## config.mk

```make
export PLATFORM = sky130hd
export DESIGN_NAME = muldiv_ctrl_flat
export DESIGN_NICKNAME = d
export VERILOG_FILES = /design/src/rtl/muldiv_ctrl_pkg.sv /design/src/rtl/muldiv_ctrl_if.sv /design/src/rtl/muldiv_ctrl.sv /design/src/flat_wrapper.sv
export SDC_FILE = /design/constraint.sdc
export NUM_CORES = 1
export LEC_CHECK = 0
export ABC_AREA = 1
export CAP_MARGIN = 20
export CORE_AREA = 5 5 154 156
export CTS_CLUSTER_DIAMETER = 30
export DETAILED_ROUTE_END_ITERATION = 10
export DIE_AREA = 0 0 159 161
export GPL_TIMING_DRIVEN = 0
export PLACE_DENSITY = 0.75
export SETUP_SLACK_MARGIN = 0.3
export SKIP_LAST_GASP = 1
export SYNTH_ARGS = -nofsm -noshare
export SYNTH_HDL_FRONTEND = slang
export SYNTH_SLANG_ARGS = --single-unit
```

## constraint.sdc

```tcl
create_clock -name clk -period 8 [get_ports clk]
set_input_delay 0.8 -clock clk [delete_from_list [all_inputs] [get_ports clk]]
set_output_delay 0.8 -clock clk [all_outputs]
set_load 0.01 [all_outputs]
```

## src/rtl/muldiv_ctrl_pkg.sv

```systemverilog
// Shared definitions for the EXE-stage multiply/divide sequencer:
// state encoding, default multiplier latency and divider dout slice offsets.
package muldiv_ctrl_pkg;

   localparam int MUL_LAT_DEF = 2;

   // Field offsets inside the divider m_axis_dout_tdata word
   localparam int QUOT_LSB = 40;
   localparam int REM_LSB  = 0;

   localparam logic [2:0] ST_IDLE      = 3'd0;
   localparam logic [2:0] ST_MUL_WAIT  = 3'd1;
   localparam logic [2:0] ST_DIV_ISSUE = 3'd2;
   localparam logic [2:0] ST_DIV_WAIT  = 3'd3;
   localparam logic [2:0] ST_DONE      = 3'd4;
   localparam logic [2:0] ST_DIV_DRAIN = 3'd5;

   typedef enum logic [2:0] {
      S_IDLE      = ST_IDLE,
      S_MUL_WAIT  = ST_MUL_WAIT,
      S_DIV_ISSUE = ST_DIV_ISSUE,
      S_DIV_WAIT  = ST_DIV_WAIT,
      S_DONE      = ST_DONE,
      S_DIV_DRAIN = ST_DIV_DRAIN
   } state_t;

   function automatic logic [32:0] ext33(input logic uns, input logic [31:0] x);
      return uns ? {1'b0, x} : {x[31], x};
   endfunction

endpackage

```

## src/rtl/muldiv_ctrl_if.sv

```systemverilog
// Bundle between the EXE stage / multiplier / divider IP (master) and the
// muldiv sequencer (slave).
// Handshake: the sequencer starts an op when exe_valid & (mul_req|div_req) & ~flush
// in IDLE; done stays high until the cycle exe_ack is seen; div_tvalid is a
// one-cycle pulse and div_dout_valid is accepted in whatever cycle it arrives.
interface muldiv_ctrl_if;
   logic        exe_valid;
   logic        mul_req;
   logic        div_req;
   logic        unsigned_op;
   logic [31:0] op_a;
   logic [31:0] op_b;
   logic        exe_ack;
   logic        flush;
   logic [32:0] mul_a;
   logic [32:0] mul_b;
   logic [65:0] mul_p;
   logic [32:0] div_dividend;
   logic [32:0] div_divisor;
   logic        div_tvalid;
   logic        div_dout_valid;
   logic [31:0] div_quot;
   logic [31:0] div_rem;
   logic        busy;
   logic        done;
   logic [31:0] hi_out;
   logic [31:0] lo_out;

   modport master (
      output exe_valid, mul_req, div_req, unsigned_op, op_a, op_b, exe_ack, flush,
             mul_p, div_dout_valid, div_quot, div_rem,
      input  mul_a, mul_b, div_dividend, div_divisor, div_tvalid, busy, done,
             hi_out, lo_out
   );

   modport slave (
      input  exe_valid, mul_req, div_req, unsigned_op, op_a, op_b, exe_ack, flush,
             mul_p, div_dout_valid, div_quot, div_rem,
      output mul_a, mul_b, div_dividend, div_divisor, div_tvalid, busy, done,
             hi_out, lo_out
   );
endinterface

```

## src/rtl/muldiv_ctrl.sv

```systemverilog
// Sequencer for the EXE-stage multiplier and divider IP cores: latches operands,
// waits out the multiplier latency or the divider handshake, and holds HI/LO until EXE advances.
module muldiv_ctrl
   import muldiv_ctrl_pkg::*;
#(
   parameter int MUL_LAT = MUL_LAT_DEF
) (
   input  logic         clk,
   input  logic         reset,
   muldiv_ctrl_if.slave bus,
   output state_t       dbg_state
);

   localparam int CNT_W = (MUL_LAT > 1) ? $clog2(MUL_LAT) : 1;

   state_t           state, state_n;
   logic [CNT_W-1:0] cnt;
   logic             load_mul, load_div, cap_mul, cap_div;

   logic [32:0] mul_a_q, mul_b_q, dividend_q, divisor_q;
   logic [31:0] hi_q, lo_q;

   always_comb begin
      state_n  = state;
      load_mul = 1'b0;
      load_div = 1'b0;
      cap_mul  = 1'b0;
      cap_div  = 1'b0;
      unique case (state)
         S_IDLE: begin
            if (bus.exe_valid && !bus.flush) begin
               if (bus.mul_req) begin
                  load_mul = 1'b1;
                  state_n  = S_MUL_WAIT;
               end else if (bus.div_req) begin
                  load_div = 1'b1;
                  state_n  = S_DIV_ISSUE;
               end
            end
         end
         S_MUL_WAIT: begin
            if (bus.flush) begin
               state_n = S_IDLE;
            end else if (cnt == '0) begin
               cap_mul = 1'b1;
               state_n = S_DONE;
            end
         end
         // The pulse goes out even under flush: the divider has no cancel input
         S_DIV_ISSUE: state_n = bus.flush ? S_DIV_DRAIN : S_DIV_WAIT;
         S_DIV_WAIT: begin
            if (bus.div_dout_valid) begin
               if (bus.flush) begin
                  state_n = S_IDLE;
               end else begin
                  cap_div = 1'b1;
                  state_n = S_DONE;
               end
            end else if (bus.flush) begin
               state_n = S_DIV_DRAIN;
            end
         end
         S_DONE: begin
            if (bus.flush || bus.exe_ack) state_n = S_IDLE;
         end
         S_DIV_DRAIN: begin
            if (bus.div_dout_valid) state_n = S_IDLE;
         end
         default: state_n = S_IDLE;
      endcase
   end

   always_ff @(posedge clk or posedge reset) begin
      if (reset) begin
         state <= S_IDLE;
      end else begin
         state <= state_n;
      end
   end

   always_ff @(posedge clk or posedge reset) begin
      if (reset) begin
         cnt <= '0;
      end else if (load_mul) begin
         cnt <= CNT_W'(MUL_LAT - 1);
      end else if (state == S_MUL_WAIT && cnt != '0) begin
         cnt <= cnt - 1'b1;
      end
   end

   always_ff @(posedge clk or posedge reset) begin
      if (reset) begin
         mul_a_q    <= '0;
         mul_b_q    <= '0;
         dividend_q <= '0;
         divisor_q  <= '0;
      end else begin
         if (load_mul) begin
            mul_a_q <= ext33(bus.unsigned_op, bus.op_a);
            mul_b_q <= ext33(bus.unsigned_op, bus.op_b);
         end
         if (load_div) begin
            dividend_q <= ext33(bus.unsigned_op, bus.op_a);
            divisor_q  <= ext33(bus.unsigned_op, bus.op_b);
         end
      end
   end

   always_ff @(posedge clk or posedge reset) begin
      if (reset) begin
         hi_q <= '0;
         lo_q <= '0;
      end else if (cap_mul) begin
         hi_q <= bus.mul_p[63:32];
         lo_q <= bus.mul_p[31:0];
      end else if (cap_div) begin
         hi_q <= bus.div_rem;
         lo_q <= bus.div_quot;
      end
   end

   assign bus.mul_a        = mul_a_q;
   assign bus.mul_b        = mul_b_q;
   assign bus.div_dividend = dividend_q;
   assign bus.div_divisor  = divisor_q;
   assign bus.hi_out       = hi_q;
   assign bus.lo_out       = lo_q;
   assign bus.div_tvalid   = (state == S_DIV_ISSUE);
   assign bus.busy         = (state != S_IDLE);
   assign bus.done         = (state == S_DONE) && !bus.flush;
   assign dbg_state        = state;

endmodule

```

## src/flat_wrapper.sv

```systemverilog
// flat-port wrapper written by rule: the top's interface ports become plain ports
module muldiv_ctrl_flat import muldiv_ctrl_pkg::*;
#(
   parameter int MUL_LAT = MUL_LAT_DEF
)
  (clk, reset, dbg_state, bus_exe_valid, bus_mul_req, bus_div_req, bus_unsigned_op, bus_op_a, bus_op_b, bus_exe_ack, bus_flush, bus_mul_p, bus_div_dout_valid, bus_div_quot, bus_div_rem, bus_mul_a, bus_mul_b, bus_div_dividend, bus_div_divisor, bus_div_tvalid, bus_busy, bus_done, bus_hi_out, bus_lo_out);
  muldiv_ctrl_if bus_i ();
  input  logic clk;
  input  logic reset;
  output state_t dbg_state;
  input wire logic [$bits(bus_i.exe_valid)-1:0] bus_exe_valid;
  input wire logic [$bits(bus_i.mul_req)-1:0] bus_mul_req;
  input wire logic [$bits(bus_i.div_req)-1:0] bus_div_req;
  input wire logic [$bits(bus_i.unsigned_op)-1:0] bus_unsigned_op;
  input wire logic [$bits(bus_i.op_a)-1:0] bus_op_a;
  input wire logic [$bits(bus_i.op_b)-1:0] bus_op_b;
  input wire logic [$bits(bus_i.exe_ack)-1:0] bus_exe_ack;
  input wire logic [$bits(bus_i.flush)-1:0] bus_flush;
  input wire logic [$bits(bus_i.mul_p)-1:0] bus_mul_p;
  input wire logic [$bits(bus_i.div_dout_valid)-1:0] bus_div_dout_valid;
  input wire logic [$bits(bus_i.div_quot)-1:0] bus_div_quot;
  input wire logic [$bits(bus_i.div_rem)-1:0] bus_div_rem;
  output wire logic [$bits(bus_i.mul_a)-1:0] bus_mul_a;
  output wire logic [$bits(bus_i.mul_b)-1:0] bus_mul_b;
  output wire logic [$bits(bus_i.div_dividend)-1:0] bus_div_dividend;
  output wire logic [$bits(bus_i.div_divisor)-1:0] bus_div_divisor;
  output wire logic [$bits(bus_i.div_tvalid)-1:0] bus_div_tvalid;
  output wire logic [$bits(bus_i.busy)-1:0] bus_busy;
  output wire logic [$bits(bus_i.done)-1:0] bus_done;
  output wire logic [$bits(bus_i.hi_out)-1:0] bus_hi_out;
  output wire logic [$bits(bus_i.lo_out)-1:0] bus_lo_out;
  assign bus_i.exe_valid = bus_exe_valid;
  assign bus_i.mul_req = bus_mul_req;
  assign bus_i.div_req = bus_div_req;
  assign bus_i.unsigned_op = bus_unsigned_op;
  assign bus_i.op_a = bus_op_a;
  assign bus_i.op_b = bus_op_b;
  assign bus_i.exe_ack = bus_exe_ack;
  assign bus_i.flush = bus_flush;
  assign bus_i.mul_p = bus_mul_p;
  assign bus_i.div_dout_valid = bus_div_dout_valid;
  assign bus_i.div_quot = bus_div_quot;
  assign bus_i.div_rem = bus_div_rem;
  assign bus_mul_a = bus_i.mul_a;
  assign bus_mul_b = bus_i.mul_b;
  assign bus_div_dividend = bus_i.div_dividend;
  assign bus_div_divisor = bus_i.div_divisor;
  assign bus_div_tvalid = bus_i.div_tvalid;
  assign bus_busy = bus_i.busy;
  assign bus_done = bus_i.done;
  assign bus_hi_out = bus_i.hi_out;
  assign bus_lo_out = bus_i.lo_out;
  muldiv_ctrl #(.MUL_LAT(MUL_LAT)) u_core (.clk(clk), .reset(reset), .bus(bus_i), .dbg_state(dbg_state));
endmodule
```

* Yosys cells after proc, flatten, opt, wreduce, memory -nomap -nowiden
Cells that the tools add are included.
Operators by class: add/sub/neg operators 1, equality and inequality tests 11, muxes and demuxes 33, reductions and logical operators 10
Operators with widths (number):
- 32-bit two-way mux | 4
- 33-bit two-way mux | 2
- 3-bit two-way mux | 11
- 3-bit one-hot mux with 6 select lines | 1
- 1-bit two-way mux | 15
- 3-bit != test, second input constant | 3
- 3-bit by 2-bit equality test with 1-bit output, second input constant | 2
- 3-bit equality test, second input constant | 2
- 6-bit AND reduction | 1
- 2-bit by 1-bit != test with 1-bit output, second input constant | 2
- 2-bit nonzero test | 2
- 3-bit by 1-bit equality test with 1-bit output, second input constant | 1
- 1-bit logical AND | 3
- 3-bit logical NOT | 1
- 3-bit nonzero test | 1
- 2-bit != test, second input constant | 1
- 1-bit logical NOT | 1
- 1-bit logical OR | 1
- 1-bit subtractor, second input constant | 1
Storage, ports and cells: bits in registers 200, bits of input ports 203, output and inout bits 202, word-level logic and storage cells 63

* Depth between registers and ports, before layout
Gate-level depths: netlist (run 1).
word-level depth 5, gate-level depth with buffers 11, depth with buffers taken out 8

* Worst setup path after synthesis (run 1)
No wires, ideal clock.
kind input-to-output, start point input bus_flush, end point output bus_done, arrival time 1.244 ns, required time 7.200 ns, path slack 5.956 ns, stages 1, buffers on the path 0, cell sequence nor4_1
Between the ends: word-level cells in the longest chain between the ends 2
RTL lines:
- start, declared | line flat_wrapper.sv:18 | input wire logic [$bits(bus_i.flush)-1:0] bus_flush;
- 1-bit logical NOT | line muldiv_ctrl.sv:130 | assign bus.done = (state == S_DONE) && !bus.flush;
- 1-bit logical AND | line muldiv_ctrl.sv:130
- end, declared | line flat_wrapper.sv:29 | output wire logic [$bits(bus_i.done)-1:0] bus_done;
Every way passes these cells.

* Worst setup path after layout (run 1)
Same ends and word-level chain as after synthesis.

==> flow_summary.html, run 1 <==
<table>
<tr><th>Metric</th><th>Value</th></tr>
<tr><th colspan="2">Status</th></tr>
<tr><td>Result of the run</td><td>finished clean</td></tr>
<tr><th colspan="2">Critical path</th></tr>
<tr><td>Worst reg2reg path depth</td><td>9</td></tr>
<tr><td>Crit path arrival time</td><td>approximately 2.2 ns</td></tr>
<tr><td>Endpoint type of the worst setup path</td><td>output pin</td></tr>
<tr><td>Type of element launching the critical path</td><td>primary input</td></tr>
<tr><td>Worst setup path class</td><td>in2out</td></tr>
<tr><td>FF-to-FF End</td><td>u_core.bus.lo_out[23]</td></tr>
<tr><td>Endpoint required time on the critical path</td><td>7.20 ns</td></tr>
<tr><td>Largest fanout of any net on the critical path</td><td>6</td></tr>
<tr><td>Crit Reg-Reg Startpoint</td><td>u_core.dbg_state[0]</td></tr>
<tr><td>Reg2reg setup slack</td><td>about 5.9 ns</td></tr>
<tr><th colspan="2">Power</th></tr>
<tr><td>Worst ir drop on vdd</td><td>218 uV</td></tr>
<tr><td>P per Cell Area</td><td>352 nW/um^2</td></tr>
<tr><td>P_leak</td><td>roughly 6.7 nW</td></tr>
<tr><th colspan="2">Floorplan</th></tr>
<tr><td>Placement row count</td><td>55</td></tr>
<tr><td>Die Footprint</td><td>between 20,000 and 30,000 um^2</td></tr>
<tr><td>Initial standard-cell utilization of the core</td><td>38.9%</td></tr>
<tr><td>Core area</td><td>about 22,000 um^2</td></tr>
<tr><td>Die height</td><td>between 150 and 200 um</td></tr>
<tr><td>Boundary Pins</td><td>between 400 and 500</td></tr>
<tr><td>Chip Width</td><td>between 150 and 200 um</td></tr>
<tr><th colspan="2">Global routing</th></tr>
<tr><td>Antenna violations before repair</td><td>2</td></tr>
<tr><td>Vias in the first global route</td><td>between 8,000 and 9,000</td></tr>
<tr><td>First-pass GRT wire length</td><td>roughly 48 mm</td></tr>
<tr><td>Largest net degree at the start of global routing</td><td>roughly 120</td></tr>
<tr><td>Total GRT Usage</td><td>roughly a quarter</td></tr>
<tr><td>Aggregate global routing overflow</td><td>0</td></tr>
<tr><th colspan="2">Clock network</th></tr>
<tr><td>Number of buffers inserted during clock tree synthesis</td><td>17</td></tr>
<tr><td>Worst-case clock buffer depth</td><td>2</td></tr>
<tr><td>Number of levels the H-tree was split into</td><td>4</td></tr>
<tr><td>Number of clock sinks</td><td>200</td></tr>
<tr><td>Count of hold buffers inserted by post-cts repair</td><td>0</td></tr>
<tr><td>Clock slew at reported path FFs</td><td>~0.070 ns</td></tr>
<tr><td>Clk Latency, worst-skew pair</td><td>0.44 ns</td></tr>
<tr><td>Clock tree from TritonCTS</td><td>yes</td></tr>
<tr><td>Number of setup buffers added after CTS</td><td>0</td></tr>
<tr><td># resized after CTS</td><td>0</td></tr>
<tr><td>Root buffer cell</td><td>sky130_fd_sc_hd__clkbuf_16</td></tr>
<tr><th colspan="2">Drt</th></tr>
<tr><td>Starting DRC count in detailed routing</td><td>between 400 and 500</td></tr>
<tr><td>Mean number of vias per cell</td><td>~4.7</td></tr>
<tr><td>Detailed Routing Iterations Pass 1</td><td>4</td></tr>
<tr><td>DRC violation count after routing</td><td>0</td></tr>
<tr><td>Routed len/inst</td><td>17.2 um</td></tr>
<tr><td>DR vias</td><td>around 8,300</td></tr>
<tr><td>Detailed-route wire length</td><td>30.6 mm</td></tr>
<tr><td>Number of nets with antenna violations after routing</td><td>0</td></tr>
<tr><th colspan="2">Timing</th></tr>
<tr><td>Final worst slack</td><td>approximately 5.0 ns</td></tr>
<tr><td>Achievable clock frequency</td><td>approximately 330 MHz</td></tr>
<tr><td>Count of final max-slew check failures</td><td>0</td></tr>
<tr><td>Number of setup violations in the final report</td><td>0</td></tr>
<tr><td>Shortest clock period the worst path allows after layout</td><td>around 3.0 ns</td></tr>
<tr><td>Share of the clock period used by the worst path after layout</td><td>between 30 and 40%</td></tr>
<tr><td>Max_slew headroom</td><td>roughly 56%</td></tr>
<tr><td>Setup clock skew after layout</td><td>0.0159 ns</td></tr>
<tr><td>Final hold violations</td><td>0</td></tr>
<tr><td>RSZ-0062 raised after global routing</td><td>no</td></tr>
<tr><td>Worst Max-Slew Pin Slew</td><td>about 0.65 ns</td></tr>
<tr><th colspan="2">Run</th></tr>
<tr><td>Max cap viols</td><td>0</td></tr>
<tr><th colspan="2">Worst hold path</th></tr>
<tr><td>Destination of the worst hold path</td><td>u_core.bus.mul_a[2]</td></tr>
<tr><td>Launch point of the worst hold path</td><td>u_core.bus.mul_a[2]</td></tr>
<tr><td>Cells on Worst Hold Path</td><td>2</td></tr>
<tr><td>Path category of the worst min-delay check</td><td>reg2reg</td></tr>
<tr><th colspan="2">Synth</th></tr>
<tr><td>Netlist area before placement</td><td>between 8000 and 9000 um^2</td></tr>
<tr><td>#FFs+latches synth</td><td>200</td></tr>
<tr><td>Unique cell type count in the Yosys netlist</td><td>21</td></tr>
<tr><td>Net count after synthesis</td><td>roughly 1,300</td></tr>
<tr><td>Mean Syn Cell Area</td><td>8.20 um^2</td></tr>
<tr><td>Number of warnings reported in the yosys synthesis log</td><td>0</td></tr>
<tr><td>Number of standard cells after synthesis</td><td>1,054</td></tr>
<tr><td>Sequential fraction of the synthesis area</td><td>around 58%</td></tr>
<tr><th colspan="2">Placement</th></tr>
<tr><td># port buffers</td><td>between 400 and 500</td></tr>
<tr><td>Weighted congestion at the end of routability-driven global placement</td><td>between 0.9 and 1</td></tr>
<tr><td>Total half-perimeter wirelength after legalization and detailed placement</td><td>between 20 and 25 mm</td></tr>
<tr><td>Worst Setup Slack post-DPL</td><td>roughly 5.0 ns</td></tr>
<tr><th colspan="2">Final layout</th></tr>
<tr><td>Most frequent standard cell in the layout excluding fill and tap cells</td><td>sky130_fd_sc_hd__nand2_1</td></tr>
<tr><td>Final-stage net count</td><td>1,679</td></tr>
<tr><td>Fraction of final layout cells sized beyond drive strength 1</td><td>under 10%</td></tr>
<tr><td>Area growth from synthesis to final layout</td><td>58.1%</td></tr>
<tr><td>Final core occ</td><td>between 60% and 70%</td></tr>
<tr><td>Most frequent cells in the layout</td><td>sky130_fd_sc_hd__nand2_1 (479), sky130_fd_sc_hd__clkdlybuf4s50_1 (402), sky130_fd_sc_hd__dfrtp_1 (200)</td></tr>
</table>
==> final cells by class <==
type	instances	area (um^2)
Buffer	55	337
Sequential cell	200	5000
Antenna cell	1	2.50
Timing Repair Buffer	403	4050
Clock buffer	18	429
Multi-Input combinational cell	678	2850
Tap cell	285	357
Clock inverter	14	175
Inverter	121	462
Fill cell	1940	8560
==> layer usage <==
| layer | global-route usage, % | vias up | routed length [um] |
|---|---|---|---|
| met3 | 8.85 | 47 | 2780 |
| li1 | - | 4047 | - |
| met4 | 8.26 | 2 | 901 |
| met5 | 0 | - | 13 |
| met2 | 39.9 | 325 | 15100 |
| met1 | 27.2 | 3927 | 11800 |
==> critical path, stage by stage <==
cell and delay, ns:
sky130_fd_sc_hd__clkdlybuf4s50_1 0.49, sky130_fd_sc_hd__nor4_1 0.31, sky130_fd_sc_hd__clkdlybuf4s50_1 0.60
==> cells in the mapped netlist <==
cell type / number / area share [%]
sky130_fd_sc_hd__nand2_1: 479 / 21
sky130_fd_sc_hd__dfrtp_1: 200 / 58
sky130_fd_sc_hd__inv_1: 116 / 5.0
sky130_fd_sc_hd__o21ai_0: 109 / 6.3
sky130_fd_sc_hd__o21ai_1: 35 / 2.0
sky130_fd_sc_hd__buf_2: 29 / 1.7
sky130_fd_sc_hd__clkbuf_1: 14 / 0.61
sky130_fd_sc_hd__nand3_1: 14 / 0.81
sky130_fd_sc_hd__nor2_1: 12 / 0.52
sky130_fd_sc_hd__nand2_2: 10 / 0.72
sky130_fd_sc_hd__o21ai_2: 10 / 1.0
sky130_fd_sc_hd__buf_6: 8 / 1.0
sky130_fd_sc_hd__inv_2: 5 / 0.22
sky130_fd_sc_hd__buf_8: 3 / 0.52
sky130_fd_sc_hd__nor2_2: 3 / 0.22
sky130_fd_sc_hd__nand4_1: 2 / 0.14
sky130_fd_sc_hd__buf_1: 1 / 0.043
sky130_fd_sc_hd__nand3_2: 1 / 0.12
sky130_fd_sc_hd__nor2_4: 1 / 0.13
sky130_fd_sc_hd__nor3_1: 1 / 0.058
sky130_fd_sc_hd__nor4_1: 1 / 0.072
==> flip-flops by register name, summed over array words and instances (netlist names) <==
name                     flops
u_core.bus.div_dividend     33
u_core.bus.div_divisor      33
u_core.bus.hi_out           32
u_core.bus.lo_out           32
u_core.bus.mul_a            33
u_core.bus.mul_b            33
u_core.cnt                   1
u_core.dbg_state             3
==> kinds of logic (layout without fill, tap and decap cells) <==
group | after synthesis | count (layout) | synth area share [%]
other | 0 | 1 | 0
AOI/OAI and AO/OA | 154 | 154 | 9.35
and+or+nand+nor | 524 | 524 | 23.6
buffers and inverters | 176 | 611 | 9.15
DFF | 200 | 200 | 57.9
==> stage by stage <==
step	cells	power (mW)	hold WS (ns)	setup TNS, ns	cell area (um^2)
finish	1775	4.81	0.478	0	13700
global route	1775	5.12	0.493	0	13700
CTS	1774	4.86	0.478	0	13700
detailed placement	1742	3.97	0.460	0	13100
global placement	1741	3.92	0.452	-201.20	13000
floorplan	1054	2.59	0.489	0	8640
==> worst max path at each step <==
| stage | from | to | slack [ns] | cells past startpoint |
|---|---|---|---|---|
| finish | bus_flush | bus_done | 5.00 | 3 |
| global route | bus_flush | bus_done | 4.87 | 3 |
| CTS | bus_flush | bus_done | 4.98 | 3 |
| detailed placement | bus_flush | bus_done | 4.98 | 3 |
| global placement | reset | u_core.bus.div_dividend[17] | -1.02 | 2 |
| floorplan | reset | u_core.bus.div_dividend[0] | 1.75 | 1 |
==> where the power goes <==
group / total, mW / internal (mW) / switching, mW
sequential: 1.76 / 1.48 / 0.280
clock: 0.875 / 0.425 / 0.450
combinational: 2.17 / 1.16 / 1.01
total: 4.81 / 3.07 / 1.75
(Power assumes the default switching activity.)
==> inputs of run 2 (changes only) <==
--- a/config.mk
+++ b/config.mk
@@ -7,12 +7,12 @@
 export LEC_CHECK = 0
 export ABC_AREA = 1
 export CAP_MARGIN = 20
-export CORE_AREA = 5 5 154 156
+export CORE_MARGIN = 5
+export CORE_UTILIZATION = 37
 export CTS_CLUSTER_DIAMETER = 30
 export DETAILED_ROUTE_END_ITERATION = 10
-export DIE_AREA = 0 0 159 161
 export GPL_TIMING_DRIVEN = 0
-export PLACE_DENSITY = 0.75
+export PLACE_DENSITY = 0.74
 export SETUP_SLACK_MARGIN = 0.3
 export SKIP_LAST_GASP = 1
 export SYNTH_ARGS = -nofsm -noshare
==> constraint.sdc (replaced) <==
create_clock -name clk -period 2.7 [get_ports clk]
set_input_delay 0.27 -clock clk [delete_from_list [all_inputs] [get_ports clk]]
set_output_delay 0.27 -clock clk [all_outputs]
set_load 0.01 [all_outputs]
==> run 2 against run 1 <==
Flip-flop and latch count stayed put. Cell area is 1.2% higher. Total power grew to 3.0 times the previous value. Critical path type is now reg2out. Sequential share of layout area is 0.43 points lower. Global-route usage is 0.42 points lower. Clock power grew to 3.2 times the previous value. Clock-buffer cell count is 1 lower. Register-to-register slack worse by 5.3 ns.
==> flow_summary.html, run 2 (synthesized netlist as in run 1, its figures left out) <==
<table>
<tr><th>Metric</th><th>Value</th></tr>
<tr><th colspan="2">Global routing</th></tr>
<tr><td>Met2 capacity usage during global routing</td><td>around 40%</td></tr>
<tr><td>Global-route met1 utilization</td><td>26.2%</td></tr>
<tr><td>GR Layer Usage met3</td><td>a little under a tenth</td></tr>
<tr><td>Aggregate global routing overflow</td><td>0</td></tr>
<tr><td>Total GRT Usage</td><td>23.0%</td></tr>
<tr><td>First-pass GRT wire length</td><td>about 47 mm</td></tr>
<tr><td>Antenna violations before repair</td><td>2</td></tr>
<tr><td>GRT busiest layer</td><td>met2</td></tr>
<tr><td>Vias in the first global route</td><td>about 8,500</td></tr>
<tr><td>Largest net degree at the start of global routing</td><td>between 40 and 50</td></tr>
<tr><th colspan="2">Floorplan</th></tr>
<tr><td>Core area</td><td>between 20,000 and 25,000 um^2</td></tr>
<tr><td>Die Footprint</td><td>around 27,000 um^2</td></tr>
<tr><td>Initial standard-cell utilization of the core</td><td>~37%</td></tr>
<tr><td>Boundary Pins</td><td>roughly 400</td></tr>
<tr><td>Placement row count</td><td>56</td></tr>
<tr><td>Die height</td><td>163 um</td></tr>
<tr><td>Chip Width</td><td>163 um</td></tr>
<tr><th colspan="2">Placement</th></tr>
<tr><td>Weighted congestion at the end of routability-driven global placement</td><td>between 0.8 and 0.9</td></tr>
<tr><td>Total half-perimeter wirelength after legalization and detailed placement</td><td>around 24 mm</td></tr>
<tr><td>Placed instance area</td><td>13,200 um^2</td></tr>
<tr><td>Worst Setup Slack post-DPL</td><td>0.305 ns</td></tr>
<tr><td># port buffers</td><td>approximately 400</td></tr>
<tr><th colspan="2">Critical path</th></tr>
<tr><td>Maximum single-stage delay on the critical path</td><td>~0.58 ns</td></tr>
<tr><td>Endpoint type of the worst setup path</td><td>output pin</td></tr>
<tr><td>Endpoint required time on the critical path</td><td>2.43 ns</td></tr>
<tr><td>Worst setup path class</td><td>reg2out</td></tr>
<tr><td>Type of element launching the critical path</td><td>flip-flop</td></tr>
<tr><td>Largest fanout of any net on the critical path</td><td>9</td></tr>
<tr><td>Cell family contributing the most delay on the critical path</td><td>buffers and inverters</td></tr>
<tr><td>Crit path arrival time</td><td>roughly 1.9 ns</td></tr>
<tr><td>CP cell instances</td><td>inv_2, nand2_1, nor2_1, clkdlybuf4s50_1</td></tr>
<tr><td>Bufs and invs on worst path</td><td>2</td></tr>
<tr><td>Critical-path top delay cell</td><td>sky130_fd_sc_hd__clkdlybuf4s50_1</td></tr>
<tr><th colspan="2">Final layout</th></tr>
<tr><td>Fraction of final layout cells sized beyond drive strength 1</td><td>slightly above 7%</td></tr>
<tr><td>Final core occ</td><td>59.4%</td></tr>
<tr><td>Most frequent cells in the layout</td><td>sky130_fd_sc_hd__nand2_1 (479), sky130_fd_sc_hd__clkdlybuf4s50_1 (402), sky130_fd_sc_hd__dfrtp_1 (200)</td></tr>
<tr><td>Final-stage net count</td><td>1,683</td></tr>
<tr><td>Area growth from synthesis to final layout</td><td>60.0%</td></tr>
<tr><td>Most frequent standard cell in the layout excluding fill and tap cells</td><td>sky130_fd_sc_hd__nand2_1</td></tr>
<tr><td>Final cell area excluding filler cells</td><td>between 10,000 and 15,000 um^2</td></tr>
<tr><th colspan="2">Timing</th></tr>
<tr><td>Setup clock skew after layout</td><td>approximately 0.017 ns</td></tr>
<tr><td>Worst Max-Slew Pin Slew</td><td>0.599 ns</td></tr>
<tr><td>Count of final max-slew check failures</td><td>0</td></tr>
<tr><td>Share of the clock period used by the worst path after layout</td><td>81.2%</td></tr>
<tr><td>Max_slew headroom</td><td>about three fifths</td></tr>
<tr><td>Final worst slack</td><td>between 0.5 and 0.6 ns</td></tr>
<tr><td>RSZ-0062 raised after global routing</td><td>no</td></tr>
<tr><td>Shortest clock period the worst path allows after layout</td><td>2.19 ns</td></tr>
<tr><td>Achievable clock frequency</td><td>around 460 MHz</td></tr>
<tr><td>Number of setup violations in the final report</td><td>0</td></tr>
<tr><td>Final hold violations</td><td>0</td></tr>
<tr><th colspan="2">Drt</th></tr>
<tr><td>Mean number of vias per cell</td><td>about 4.6</td></tr>
<tr><td>DR vias</td><td>between 8,000 and 9,000</td></tr>
<tr><td>Number of nets with antenna violations after routing</td><td>0</td></tr>
<tr><td>Detailed Routing Iterations Pass 1</td><td>7</td></tr>
<tr><td>DRC violation count after routing</td><td>0</td></tr>
<tr><td>Starting DRC count in detailed routing</td><td>around 350</td></tr>
<tr><td>Detailed-route wire length</td><td>31.2 mm</td></tr>
<tr><td>Routed len/inst</td><td>about 17 um</td></tr>
<tr><th colspan="2">Power</th></tr>
<tr><td>P per Cell Area</td><td>around 1000 nW/um^2</td></tr>
<tr><td>Pwr Total</td><td>between 10 and 15 mW</td></tr>
<tr><td>P_leak</td><td>6.76 nW</td></tr>
<tr><td>Worst ir drop on vdd</td><td>between 500 and 600 uV</td></tr>
<tr><th colspan="2">Clock network</th></tr>
<tr><td>Clock tree from TritonCTS</td><td>yes</td></tr>
<tr><td># resized after CTS</td><td>0</td></tr>
<tr><td>Number of buffers inserted during clock tree synthesis</td><td>17</td></tr>
<tr><td>Clk Latency, worst-skew pair</td><td>roughly 0.45 ns</td></tr>
<tr><td>Number of setup buffers added after CTS</td><td>0</td></tr>
<tr><td>Number of clock sinks</td><td>200</td></tr>
<tr><td>Root buffer cell</td><td>sky130_fd_sc_hd__clkbuf_16</td></tr>
<tr><td>Worst-case clock buffer depth</td><td>2</td></tr>
<tr><td>Count of hold buffers inserted by post-cts repair</td><td>0</td></tr>
<tr><td>Clock slew at reported path FFs</td><td>~0.080 ns</td></tr>
<tr><td>Number of levels the H-tree was split into</td><td>4</td></tr>
<tr><th colspan="2">Status</th></tr>
<tr><td>Result of the run</td><td>finished clean</td></tr>
<tr><th colspan="2">Run</th></tr>
<tr><td>Max cap viols</td><td>0</td></tr>
<tr><th colspan="2">Worst hold path</th></tr>
<tr><td>Path category of the worst min-delay check</td><td>in2async</td></tr>
</table>
## run 2: final cells by class
type / count / area (um^2)
Clock inverter: 15 / 228
Tap cell: 319 / 399
Sequential cell: 200 / 5000
Fill cell: 2113 / 9430
Antenna cell: 2 / 5.00
Buffer: 55 / 337
Inverter: 121 / 458
Multi-Input combinational cell: 678 / 2850
Clock buffer: 17 / 425
Timing Repair Buffer: 407 / 4120
## run 2: routing by layer
| metal | share of wire [%] | routed length, um |
|---|---|---|
| met5 | 0 | 0 |
| met4 | 2.4 | 740 |
| met3 | 10 | 3170 |
| met2 | 50 | 15500 |
| met1 | 38 | 11800 |
## run 2: worst register-to-register path, delay by kind of cell, from the launching register on
| family | cells | cell delay (ns) |
|---|---|---|
| buf+inv | 3 | 0.69 |
| compound gates | 1 | 0.25 |
| simple gates | 5 | 0.51 |
| flops | 1 | 0.52 |
## run 2: metrics by stage
| step | hold WS, ns | setup TNS (ns) | std cells |
|---|---|---|---|
| after global routing | 0.297 | 0 | 1814 |
| after detailed placement | 0.459 | 0 | 1780 |
| after global placement | 0.454 | -369.96 | 1775 |
| after floorplan | 0.380 | -31.67 | 1054 |
| after CTS | 0.248 | 0 | 1812 |
| final | 0.251 | 0 | 1814 |
## run 2: worst paths after layout
| kind | startpoint | endpoint | slack (ns) | depth (start not counted) |
|---|---|---|---|---|
| min reg2reg | u_core.bus.mul_a[4] | u_core.bus.mul_a[4] | 0.48 | 2 |
| max reg2reg | u_core.dbg_state[0] | u_core.bus.lo_out[18] | 0.61 | 9 |
| min in group clk | bus_op_a[11] | u_core.bus.mul_a[11] | 0.38 | 3 |
| max | u_core.dbg_state[2] | bus_div_tvalid | 0.51 | 4 |
| max in group asynchronous | reset | u_core.bus.div_divisor[26] | 1.32 | 5 |
| min | reset | u_core.bus.hi_out[5] | 0.25 | 2 |
## run 2: report_power, final
part,leakage (nW),switching [mW],internal [mW],total [mW]
clock network,0.316,1.40,1.39,2.79
logic,3.93,3.01,3.45,6.46
registers,2.52,0.810,4.39,5.20
total,6.76,5.22,9.23,14.5
==> inputs of run 3 (changes only) <==
--- a/config.mk
+++ b/config.mk
@@ -7,12 +7,12 @@
 export LEC_CHECK = 0
 export ABC_AREA = 1
 export CAP_MARGIN = 20
-export CORE_MARGIN = 5
-export CORE_UTILIZATION = 37
+export CORE_AREA = 5 5 154 156
 export CTS_CLUSTER_DIAMETER = 30
 export DETAILED_ROUTE_END_ITERATION = 10
+export DIE_AREA = 0 0 159 161
 export GPL_TIMING_DRIVEN = 0
-export PLACE_DENSITY = 0.74
+export PLACE_DENSITY = 0.75
 export SETUP_SLACK_MARGIN = 0.3
 export SKIP_LAST_GASP = 1
 export SYNTH_ARGS = -nofsm -noshare
==> constraint.sdc (replaced) <==
create_clock -name clk -period 2.1 [get_ports clk]
set_input_delay 0.21 -clock clk [delete_from_list [all_inputs] [get_ports clk]]
set_output_delay 0.21 -clock clk [all_outputs]
set_load 0.01 [all_outputs]
==> run 3 against run 2 <==
Routed wire length is 0.56% lower. Largest power group unchanged. Clock-buffer cell count stayed put. Total power is 29% higher. Combinational power is 30% higher. Critical path type unchanged.
==> flow_summary.html, run 3 (synthesized netlist as in run 1, its figures left out) <==
<table>
<tr><th>Metric</th><th>Value</th></tr>
<tr><th colspan="2">Timing</th></tr>
<tr><td>Worst Max-Slew Pin Slew</td><td>0.607 ns</td></tr>
<tr><td>RSZ-0062 raised after global routing</td><td>no</td></tr>
<tr><td>Count of final max-slew check failures</td><td>0</td></tr>
<tr><td>Final hold violations</td><td>0</td></tr>
<tr><td>Shortest clock period the worst path allows after layout</td><td>~1.7 ns</td></tr>
<tr><td>Share of the clock period used by the worst path after layout</td><td>between 80% and 90%</td></tr>
<tr><td>Setup clock skew after layout</td><td>between 0.01 and 0.015 ns</td></tr>
<tr><td>Max_slew headroom</td><td>59.5%</td></tr>
<tr><td>Achievable clock frequency</td><td>586 MHz</td></tr>
<tr><td>Final worst slack</td><td>slightly below 0.4 ns</td></tr>
<tr><td>Number of setup violations in the final report</td><td>0</td></tr>
<tr><th colspan="2">Final layout</th></tr>
<tr><td>Area growth from synthesis to final layout</td><td>61.4%</td></tr>
<tr><td>Most frequent standard cell in the layout excluding fill and tap cells</td><td>sky130_fd_sc_hd__nand2_1</td></tr>
<tr><td>Fraction of final layout cells sized beyond drive strength 1</td><td>a little under a tenth</td></tr>
<tr><td>Final non-filler cell total</td><td>approximately 1,800</td></tr>
<tr><td>Final cell area excluding filler cells</td><td>14,000 um^2</td></tr>
<tr><td>Most frequent cells in the layout</td><td>sky130_fd_sc_hd__nand2_1 (477), sky130_fd_sc_hd__clkdlybuf4s50_1 (398), sky130_fd_sc_hd__dfrtp_1 (198)</td></tr>
<tr><td>Final-stage net count</td><td>about 1,700</td></tr>
<tr><td>Filler cell count</td><td>~1,900</td></tr>
<tr><th colspan="2">Global routing</th></tr>
<tr><td>GR Layer Usage met3</td><td>a little under a tenth</td></tr>
<tr><td>Met2 capacity usage during global routing</td><td>41.7%</td></tr>
<tr><td>GRT busiest layer</td><td>met2</td></tr>
<tr><td>Aggregate global routing overflow</td><td>0</td></tr>
<tr><td>First-pass GRT wire length</td><td>about 50 mm</td></tr>
<tr><td>Total GRT Usage</td><td>a little under a quarter</td></tr>
<tr><td>Antenna violations before repair</td><td>2</td></tr>
<tr><td>Global-route met1 utilization</td><td>27.3%</td></tr>
<tr><td>Vias in the first global route</td><td>8,687</td></tr>
<tr><td>Largest net degree at the start of global routing</td><td>between 40 and 50</td></tr>
<tr><th colspan="2">Drt</th></tr>
<tr><td>Mean number of vias per cell</td><td>4.71</td></tr>
<tr><td>DR vias</td><td>around 8,400</td></tr>
<tr><td>Starting DRC count in detailed routing</td><td>roughly 350</td></tr>
<tr><td>DRC violation count after routing</td><td>0</td></tr>
<tr><td>Number of nets with antenna violations after routing</td><td>0</td></tr>
<tr><td>Routed len/inst</td><td>about 17 um</td></tr>
<tr><td>Detailed Routing Iterations Pass 1</td><td>5</td></tr>
<tr><td>Detailed-route wire length</td><td>31.0 mm</td></tr>
<tr><th colspan="2">Floorplan</th></tr>
<tr><td>Placement row count</td><td>55</td></tr>
<tr><td>Die height</td><td>between 150 and 200 um</td></tr>
<tr><td>Die Footprint</td><td>between 20,000 and 30,000 um^2</td></tr>
<tr><td>Chip Width</td><td>159 um</td></tr>
<tr><td>Boundary Pins</td><td>approximately 410</td></tr>
<tr><td>Initial standard-cell utilization of the core</td><td>38.9%</td></tr>
<tr><td>Core area</td><td>roughly 22,000 um^2</td></tr>
<tr><th colspan="2">Power</th></tr>
<tr><td>Worst ir drop on vdd</td><td>between 600 and 700 uV</td></tr>
<tr><td>Pwr Total</td><td>between 15 and 20 mW</td></tr>
<tr><td>P per Cell Area</td><td>between 1000 and 1500 nW/um^2</td></tr>
<tr><td>P_leak</td><td>~6.9 nW</td></tr>
<tr><th colspan="2">Placement</th></tr>
<tr><td>Placed instance area</td><td>between 10,000 and 15,000 um^2</td></tr>
<tr><td># port buffers</td><td>approximately 400</td></tr>
<tr><td>Cells after DPL</td><td>1,747</td></tr>
<tr><td>Worst Setup Slack post-DPL</td><td>-0.386 ns</td></tr>
<tr><td>Total half-perimeter wirelength after legalization and detailed placement</td><td>around 24 mm</td></tr>
<tr><td>Weighted congestion at the end of routability-driven global placement</td><td>a little under 0.9</td></tr>
<tr><th colspan="2">Run</th></tr>
<tr><td>Max cap viols</td><td>0</td></tr>
<tr><th colspan="2">Clock network</th></tr>
<tr><td>Number of buffers inserted during clock tree synthesis</td><td>17</td></tr>
<tr><td>Number of levels the H-tree was split into</td><td>4</td></tr>
<tr><td>Clock tree from TritonCTS</td><td>yes</td></tr>
<tr><td>Number of clock sinks</td><td>200</td></tr>
<tr><td>Root buffer cell</td><td>sky130_fd_sc_hd__clkbuf_16</td></tr>
<tr><td>Count of hold buffers inserted by post-cts repair</td><td>0</td></tr>
<tr><td>Clk Latency, worst-skew pair</td><td>~0.42 ns</td></tr>
<tr><td>Clock slew at reported path FFs</td><td>around 0.080 ns</td></tr>
<tr><td>Worst-case clock buffer depth</td><td>2</td></tr>
<tr><th colspan="2">Critical path</th></tr>
<tr><td>Crit path arrival time</td><td>about 1.5 ns</td></tr>
<tr><td>Worst setup path class</td><td>reg2out</td></tr>
<tr><td>Largest fanout of any net on the critical path</td><td>6</td></tr>
<tr><td>Type of element launching the critical path</td><td>flip-flop</td></tr>
<tr><td>FF-to-FF End</td><td>u_core.bus.lo_out[30]</td></tr>
<tr><td>Endpoint type of the worst setup path</td><td>output pin</td></tr>
<tr><td>Crit Reg-Reg Startpoint</td><td>u_core.dbg_state[1]</td></tr>
<tr><td>Worst reg2reg path depth</td><td>9</td></tr>
<tr><td>Endpoint required time on the critical path</td><td>~1.9 ns</td></tr>
<tr><td>Reg2reg setup slack</td><td>roughly 0.43 ns</td></tr>
<tr><th colspan="2">Status</th></tr>
<tr><td>Result of the run</td><td>finished clean</td></tr>
<tr><th colspan="2">Worst hold path</th></tr>
<tr><td>Path category of the worst min-delay check</td><td>in2async</td></tr>
</table>
run 3: cell type report:
class	count	area (um^2)	area share (%)
buffer	55	393	2.82
sequential	200	5010	35.9
timing repair buffer	414	4190	30.0
tap	285	357	2.56
antenna	1	2.50	0.0179
clock buffer	17	425	3.05
clock inverter	15	230	1.65
multi-input combinational	678	2890	20.7
inverter	121	458	3.28
run 3: how the worst max path moves through the flow:
stage	depth (start not counted)	slack (ns)	startpoint	endpoint
final	3	0.39	u_core.dbg_state[0]	bus_done
after global routing	11	0.29	u_core.dbg_state[0]	u_core.bus.hi_out[10]
after CTS	9	0.17	u_core.dbg_state[1]	u_core.bus.lo_out[16]
after detailed placement	9	-0.39	bus_flush	u_core.bus.lo_out[16]
after global placement	2	-2.39	reset	u_core.bus.div_dividend[28]
after floorplan	1	-0.70	reset	u_core.bus.div_dividend[0]
run 3: timing repair:
action                     4_1_cts  5_1_grt
pin swaps                        0        2
setup endpoints to repair      195      196
buffers inserted                 2        4
gates resized for setup         24       40
run 3: through the flow:
| step | util, % | hold slack, ns | setup TNS [ns] |
|---|---|---|---|
| floorplan | - | 0.320 | -139.67 |
| global placement | 58.6 | 0.452 | -481.16 |
| detailed placement | 59.2 | 0.458 | -7.37 |
| CTS | 62.3 | 0.191 | 0 |
| global route | 62.8 | 0.243 | 0 |
| finish | 62.8 | 0.208 | 0 |
run 3: per-layer routing:
layer / part of all wire (%) / vias up
met5: 0.042 / -
met4: 2.2 / 2
li1: - / 4066
met3: 9.2 / 36
met1: 38 / 4007
met2: 50 / 302
run 3: where the power goes:
part / leakage (nW) / switching [mW] / internal (mW)
registers: 2.51 / 1.06 / 5.65
logic: 4.04 / 3.89 / 4.51
clock network: 0.314 / 1.78 / 1.79
run 3: critical path, stage by stage, from the launching register on:
cell                      delay, ns
sky130_fd_sc_hd__dfrtp_2       0.47
sky130_fd_sc_hd__buf_4         0.17
sky130_fd_sc_hd__nor4_2        0.26
sky130_fd_sc_hd__buf_2         0.18
